==> src/rtl/dram_write.sv <==
// dram_write: write-side sequencer for the external 32-bit asynchronous SRAM.
// Latches a level-held store request, drives the setup / write-pulse / hold
// phases on the SRAM pins, then pulses wfin for one cycle. It waits for the
// request to drop before accepting another. All outputs are registered.
//
// Optional build macro: DRAM_WRITE_READBACK_EN. When it is defined, a
// two-cycle VERIFY phase reads the word back after HOLD. A mismatch on any
// enabled lane sets the sticky wr_err flag.
//
// Ports:
//   clk, rst     system clock, synchronous active-high reset
//   write_ce     level write request, held until wfin is seen
//   address      byte address of the store
//   wdata        lane-aligned store data
//   byte_en      active-high lane enables
//   ram_rdata    SRAM bus readback (readback build only)
//   ram_addr     SRAM word address
//   ram_wdata    data for the SRAM bus
//   ram_data_oe  1 = top level drives ram_wdata onto the bus
//   ce, we, oe   SRAM strobes, active-low
//   be_n         SRAM byte enables, active-low
//   wfin         one-cycle write-complete pulse
//   wr_err       sticky readback mismatch flag (0 without the macro)
module dram_write #(
  parameter int unsigned PULSE_CYCLES = 2,
  parameter int unsigned ADDR_LSB     = 2
) (
  input  logic        clk,
  input  logic        rst,
  input  logic        write_ce,
  input  logic [31:0] address,
  input  logic [31:0] wdata,
  input  logic [3:0]  byte_en,
  input  logic [31:0] ram_rdata,
  output logic [19:0] ram_addr,
  output logic [31:0] ram_wdata,
  output logic        ram_data_oe,
  output logic        ce,
  output logic        we,
  output logic        oe,
  output logic [3:0]  be_n,
  output logic        wfin,
  output logic        wr_err
);

  localparam int unsigned CNT_W = 3;
  localparam int unsigned AW    = 20;
  localparam logic [CNT_W-1:0] PULSE_LAST = CNT_W'(PULSE_CYCLES - 1);

`ifdef DRAM_WRITE_READBACK_EN
  typedef enum logic [2:0] {IDLE, SETUP, PULSE, HOLD, VERIFY, DONE, RELEASE} state_t;
`else
  typedef enum logic [2:0] {IDLE, SETUP, PULSE, HOLD, DONE, RELEASE} state_t;
`endif

  state_t           state;
  logic [CNT_W-1:0] pcnt;
  logic             abort_c;
  logic             unused_bits;

  // Only the word-address slice of address is used. ram_rdata is used only by the readback build.
  assign unused_bits = ^{address, ram_rdata};

  // Dropping the request while the pins are active abandons the write.
  assign abort_c = !write_ce && (state == SETUP || state == PULSE || state == HOLD);

`ifdef DRAM_WRITE_READBACK_EN
  logic zero_q;
  logic rb_mismatch_c;

  // Compare only the lanes that were written. be_n still holds the enables during VERIFY.
  always_comb begin
    rb_mismatch_c = 1'b0;
    for (int i = 0; i < 4; i++) begin
      if (!be_n[i] && (ram_rdata[8*i +: 8] != ram_wdata[8*i +: 8])) begin
        rb_mismatch_c = 1'b1;
      end
    end
  end
`endif

  // Sequencer. Each transition also loads the pin values of the state being entered.
  always_ff @(posedge clk) begin
    if (rst) begin
      state       <= IDLE;
      pcnt        <= '0;
      ce          <= 1'b1;
      we          <= 1'b1;
      oe          <= 1'b1;
      be_n        <= 4'hF;
      ram_data_oe <= 1'b0;
      ram_addr    <= '0;
      ram_wdata   <= '0;
      wfin        <= 1'b0;
      wr_err      <= 1'b0;
`ifdef DRAM_WRITE_READBACK_EN
      zero_q      <= 1'b0;
`endif
    end else if (abort_c) begin
      state       <= IDLE;
      pcnt        <= '0;
      ce          <= 1'b1;
      we          <= 1'b1;
      ram_data_oe <= 1'b0;
      be_n        <= 4'hF;
      wfin        <= 1'b0;
    end else begin
      wfin <= 1'b0;
      case (state)
        IDLE: begin
          if (write_ce) begin
            ram_addr  <= address[ADDR_LSB +: AW];
            ram_wdata <= wdata;
            pcnt      <= '0;
`ifdef DRAM_WRITE_READBACK_EN
            zero_q    <= (byte_en == 4'h0);
`endif
            if (byte_en == 4'h0) begin
              // The empty write spends one quiet cycle in HOLD, with no pin
              // activity. This puts wfin one cycle after the request is accepted.
              state <= HOLD;
            end else begin
              state       <= SETUP;
              ce          <= 1'b0;
              we          <= 1'b1;
              oe          <= 1'b1;
              ram_data_oe <= 1'b1;
              be_n        <= ~byte_en;
            end
          end
        end
        SETUP: begin
          state <= PULSE;
          we    <= 1'b0;
        end
        PULSE: begin
          if (pcnt == PULSE_LAST) begin
            state <= HOLD;
            we    <= 1'b1;
            pcnt  <= '0;
          end else begin
            pcnt <= pcnt + CNT_W'(1);
          end
        end
        HOLD: begin
`ifdef DRAM_WRITE_READBACK_EN
          if (!zero_q) begin
            state       <= VERIFY;
            ram_data_oe <= 1'b0;
            oe          <= 1'b0;
          end else begin
            state       <= DONE;
            wfin        <= 1'b1;
            ce          <= 1'b1;
            ram_data_oe <= 1'b0;
            be_n        <= 4'hF;
          end
`else
          state       <= DONE;
          wfin        <= 1'b1;
          ce          <= 1'b1;
          ram_data_oe <= 1'b0;
          be_n        <= 4'hF;
`endif
        end
`ifdef DRAM_WRITE_READBACK_EN
        VERIFY: begin
          if (pcnt == CNT_W'(1)) begin
            if (rb_mismatch_c) begin
              wr_err <= 1'b1;
            end
            state <= DONE;
            pcnt  <= '0;
            wfin  <= 1'b1;
            ce    <= 1'b1;
            oe    <= 1'b1;
            be_n  <= 4'hF;
          end else begin
            pcnt <= pcnt + CNT_W'(1);
          end
        end
`endif
        DONE: begin
          state <= RELEASE;
        end
        RELEASE: begin
          // A request that is still held must not start a second write.
          if (!write_ce) begin
            state <= IDLE;
          end
        end
        default: begin
          state <= IDLE;
        end
      endcase
    end
  end

endmodule

==> config.mk <==
export PLATFORM = sky130hd
export DESIGN_NAME = dram_write
export DESIGN_NICKNAME = d
export VERILOG_FILES = /design/src/rtl/dram_write.sv
export SDC_FILE = /design/constraint.sdc
export NUM_CORES = 1
export LEC_CHECK = 0
export ABC_CLOCK_PERIOD_IN_PS = 2100
export CAP_MARGIN = 20
export CORE_UTILIZATION = 35
export CTS_CLUSTER_SIZE = 16
export DETAILED_ROUTE_END_ITERATION = 16
export PLACE_DENSITY = 0.83
export SYNTH_ARGS = -nofsm -noshare
export SYNTH_HDL_FRONTEND = slang
export SYNTH_SLANG_ARGS = --single-unit
==> constraint.sdc <==
create_clock -name clk -period 2.1 [get_ports clk]
set_clock_uncertainty 0.1 [all_clocks]
set_input_delay 0.21 -clock clk [delete_from_list [all_inputs] [get_ports clk]]
set_output_delay 0.21 -clock clk [all_outputs]
set_load 0.05 [all_outputs]
* Word level (Yosys, flattened, before mapping)
Cells that the tools add are included.
** Cells by class
- Bitwise operators :: 2
- Reductions and logical operators :: 15
- Add/sub/neg operators :: 1
- Muxes and demuxes :: 20
- Eq/ne operators :: 10
** Operators by type and width (number)
- $pmux 3 s6 :: 1
- $mux 3 :: 5
- $reduce_and 3->1 :: 3
- $mux 4 :: 2
- $pmux 4 s2 :: 1
- $eq 3x1->1 const B :: 2
- $eq 3x2->1 const B :: 2
- $eq 3x3->1 const B :: 2
- $mux 1 :: 6
- $ne 2x2->1 const B :: 3
- $pmux 3 s2 :: 1
- $logic_not 4->1 :: 1
- $not 4->4 :: 1
- $pmux 1 s2 :: 2
- $reduce_and 4->1 :: 1
- $reduce_bool 2->1 :: 2
- $add 3x1->3 const B :: 1
- $logic_not 3->1 :: 1
- $pmux 1 s3 :: 1
- $reduce_bool 3->1 :: 1
- $logic_or 1x1->1 :: 2
- $mux 2 :: 1
- $ne 2x1->1 const B :: 1
- $reduce_and 2->1 :: 1
- other kinds (4) :: 4
** Word-level totals
- Register bits :: 66

* Longest topological paths before layout
- Depth after elaboration :: 6
- Mapped depth :: 6
- Mapped depth without buffers :: 4

* Worst setup path after synthesis
No wires, ideal clock.
- Path type :: register -> register
- Start :: register state[2]
- End :: register be_n[0]
- Data arrival time :: 1.513 ns
- Stages on the path, launching flop included :: 7
- Data required time :: 1.926 ns
- Slack :: 0.413 ns
- Clock period less this slack :: 1.687 ns
- Buffers on the path :: 2
- Cell sequence :: dfxtp_1 buf_6 or4b_4 buf_6 o21ai_4 nor3_1 a31oi_1
** Between the ends
- Longest elaborated chain between the ends :: 5
** Ends and longest elaborated chain
- start: declaration :: RTL line 56 : state_t state;
- start signal: assignment :: RTL line 85 : state <= IDLE;
- start signal: assignment :: RTL line 100 : state <= IDLE;
- start signal: assignment :: RTL line 121 : state <= HOLD;
- $eq 3x1->1 or $eq 3x2->1 (tied branches) :: RTL line 65 : assign abort_c = !write_ce && (state == SETUP || state == PULSE || state == HOLD);
- $logic_or 1x1->1 (2 in a row) :: RTL line 65
- $logic_and 1x1->1 :: RTL line 65
- $reduce_or 2->1 (no source line)
- end signal: assignment :: RTL line 128 : be_n <= ~byte_en;
- end: declaration :: RTL line 41 : output logic [3:0] be_n,
Parallel ways exist; a longest one is shown, timed or not.
A chain may end at the register's enable or synchronous reset.

* Worst setup path in the final report
- Start :: register ram_addr[4]
- End :: output port ram_addr[4]
** RTL lines
- start: declaration :: RTL line 35 : output logic [19:0] ram_addr,
- start signal: assignment :: RTL line 112 : ram_addr <= address[ADDR_LSB +: AW];
No word-level cell between the ends.

==> out/qor.yml <==
status:
  status: "complete, no violations"
drt:
  drt_pass1_iterations: 5
  avgViaCountPerCell: 4.829
  final_antenna_net_count: 0
  vias: 2429
  drtIter0Drc: 93
  totalWireLength_um: 6242
  routedWlPerCell_um: 12.41
  drc: 0
cts:
  cts_num_sinks: 66
  cts_tree: "done"
  postCtsHoldBufs: 0
  clkLatencyLatePin_ns: 0.32
  cts_made_buffers: 9
  cts-root-buf: "clkbuf_8"
  cts.clk_slew.worst_paths_ns: 0.07
  cts_htree_levels: 3
  cts_setup_buffers: 0
  cts_resized: 0
  ctsLongestPathBuffers: 2
critical_path:
  crit_family: "buffers and inverters"
  cp-end-kind: "primary output"
  worst_path_largest_cell_delay_ns: 0.82
  critical-path-slowest-cell: "clkdlybuf4s50_1"
  arrival_ns: 1.49
  cp_max_fo: 2
  cp-start-kind: "flip-flop"
  path_buf_inv: 1
  cp_cell_sequence: "clkdlybuf4s50_1"
  criticalPathCategory: "flip-flop to primary output"
  cp.required_ns: 1.79
layout:
  fin_nets: 521
  final_common_cell: "clkdlybuf4s50_1"
  nFillCells: 624
  layout-drive-gt1-share_pct: 6.147
  area_growth_pct: 58.89
  mostFrequentLayoutCells: "117 x clkdlybuf4s50_1, 108 x nand2_1, 66 x dfxtp_1"
  diodes: 0
floorplanning:
  core_area_um2: 6756
  rows: 30
  die_x_um: 85.41
  die_area_um2: 7294
  ios: 165
  start_util_pct: 36.04
  fp.dieH_um: 85.41
logic_synthesis:
  netlist_area_um2: 2435
  yosysTopAreaCell: "dfxtp_1"
  yosysWarnings: 0
  avgSynthCellArea_um2: 7.983
  synth_top_area_share_pct: 54.27
  async_flop_share_pct: 0
  syn_nets: 408
  synth.area.top_cells: "dfxtp_1 54%, nand2_1 17%, a21oi_1 12%"
  synth_ff_type: "dfxtp_1"
  syn_inst: 305
  ys_ff_latch: 66
  synth_cell_types: 32
  synth_edf_count: 0
  seq_area_frac_synth_pct: 54.27
place:
  portBuffers: 118
  place_hpwl_um: 4410
  gp_congestion: 0.7669
global_route:
  grt_usage_pct: 17.51
  grt_pass1_vias: 2309
  grt_max_degree: 47
  grt_pass1_wl_um: 10200
  antenna_found_initial: 0
  grt_overflow_total: 0
pwr:
  leakage_nw: 1.451
  power_density_nw_per_um2: 824.1
  ir_drop_mv: 0.4901
worst_hold_path:
  holdCritPathClass: "input port to flip-flop"
timing:
  slew_violations: 0
  fin_hold_ws_ns: 0.09945
  fmaxAchievable_mhz: 556.8
  min_period_over_period_pct: 85.53
  period_needed_ns: 1.796
  setup_viol: 0
  hold_viol_final: 0
  setup_tns_ns: 0
  slew_headroom_pct: 61.03
  worst-slew-pin-transition_ns: 0.5810
  rsz0062_at_grt: "no"
flow_run:
  drv_cap: 0
-- state kept, by name (all words and copies together) (netlist names) --
| name | cells |
|---|---|
| ce | 1 |
| ram_addr | 20 |
| we | 1 |
| ram_wdata | 32 |
| ram_data_oe | 1 |
| be_n | 4 |
| wfin | 1 |
| state | 3 |
| pcnt | 3 |
-- synthesized netlist by cell type (2+ instances only) --
library cell	count
buf_4	2
nor3_1	6
nand2_1	108
a21oi_1	57
dfxtp_1	66
buf_6	2
a31oi_1	5
o21ai_0	4
o22ai_1	2
nor2b_1	3
clkbuf_1	18
conb_1	2
nand3b_1	2
nor2_1	6
inv_1	5
-- report_power, final --
part	internal, mW	switching, mW
clock network	0.582	0.461
logic	0.296	0.471
registers	1.33	0.0456
-- routing by layer --
metal / global-route usage, % / up-vias / share of wire [%]
met3: 6.809 / 12 / 6.4
li1: - / 1226 / -
met4: 7.424 / 0 / 2.0
met1: 20.19 / 1112 / 42
met2: 28.95 / 79 / 49
met5: 0 / - / 0
-- worst paths after layout --
check                                   start       endpoint  slack (ns)  depth (start not counted)
worst max-delay path              ram_addr[4]    ram_addr[4]        0.30                          1
worst min-delay path                      rst    ram_addr[9]         0.1                          2
worst max register to register       state[2]        be_n[2]        0.33                          4
worst min register to register  ram_wdata[10]  ram_wdata[10]        0.35                          2
-- stage by stage --
| step | total power [mW] | instances | worst slack (ns) | utilization [%] | cell area [µm²] |
|---|---|---|---|---|---|
| 5_1_grt | 3.335 | 503 | 0.2427 | 57.26 | 3869 |
| 6_report | 3.188 | 503 | 0.3039 | 57.26 | 3869 |
| 2_1_floorplan | 1.867 | 305 | 0.4127 | - | 2435 |
| 4_1_cts | 3.233 | 503 | 0.2770 | 57.26 | 3869 |
| 3_3_place_gp | 2.164 | 487 | 0.2148 | 54.35 | 3672 |
| 3_5_place_dp | 2.178 | 487 | 0.1699 | 54.35 | 3672 |
-- cell type report --
cell class	instances	area, µm²	share of cell area [%]
clock buffer	12	145.1	3.752
clock inverter	4	51.30	1.326
inverter	5	18.77	0.4851
multi-input combinational	211	991.0	25.61
sequential	66	1321	34.15
tap	80	100.1	2.587
timing repair buffer	125	1241	32.08
-- logic make-up (layout without fill, tap and decap cells) --
group | after synthesis | in the layout | synth area share [%]
AND/OR/NAND/NOR | 132 | 132 | 22.41
AO/OA/AOI/OAI | 77 | 77 | 17.78
flip-flops | 66 | 66 | 54.27
buffers and inverters | 28 | 146 | 5.241
other | 2 | 2 | 0.3084
(Power assumes the default switching activity.)
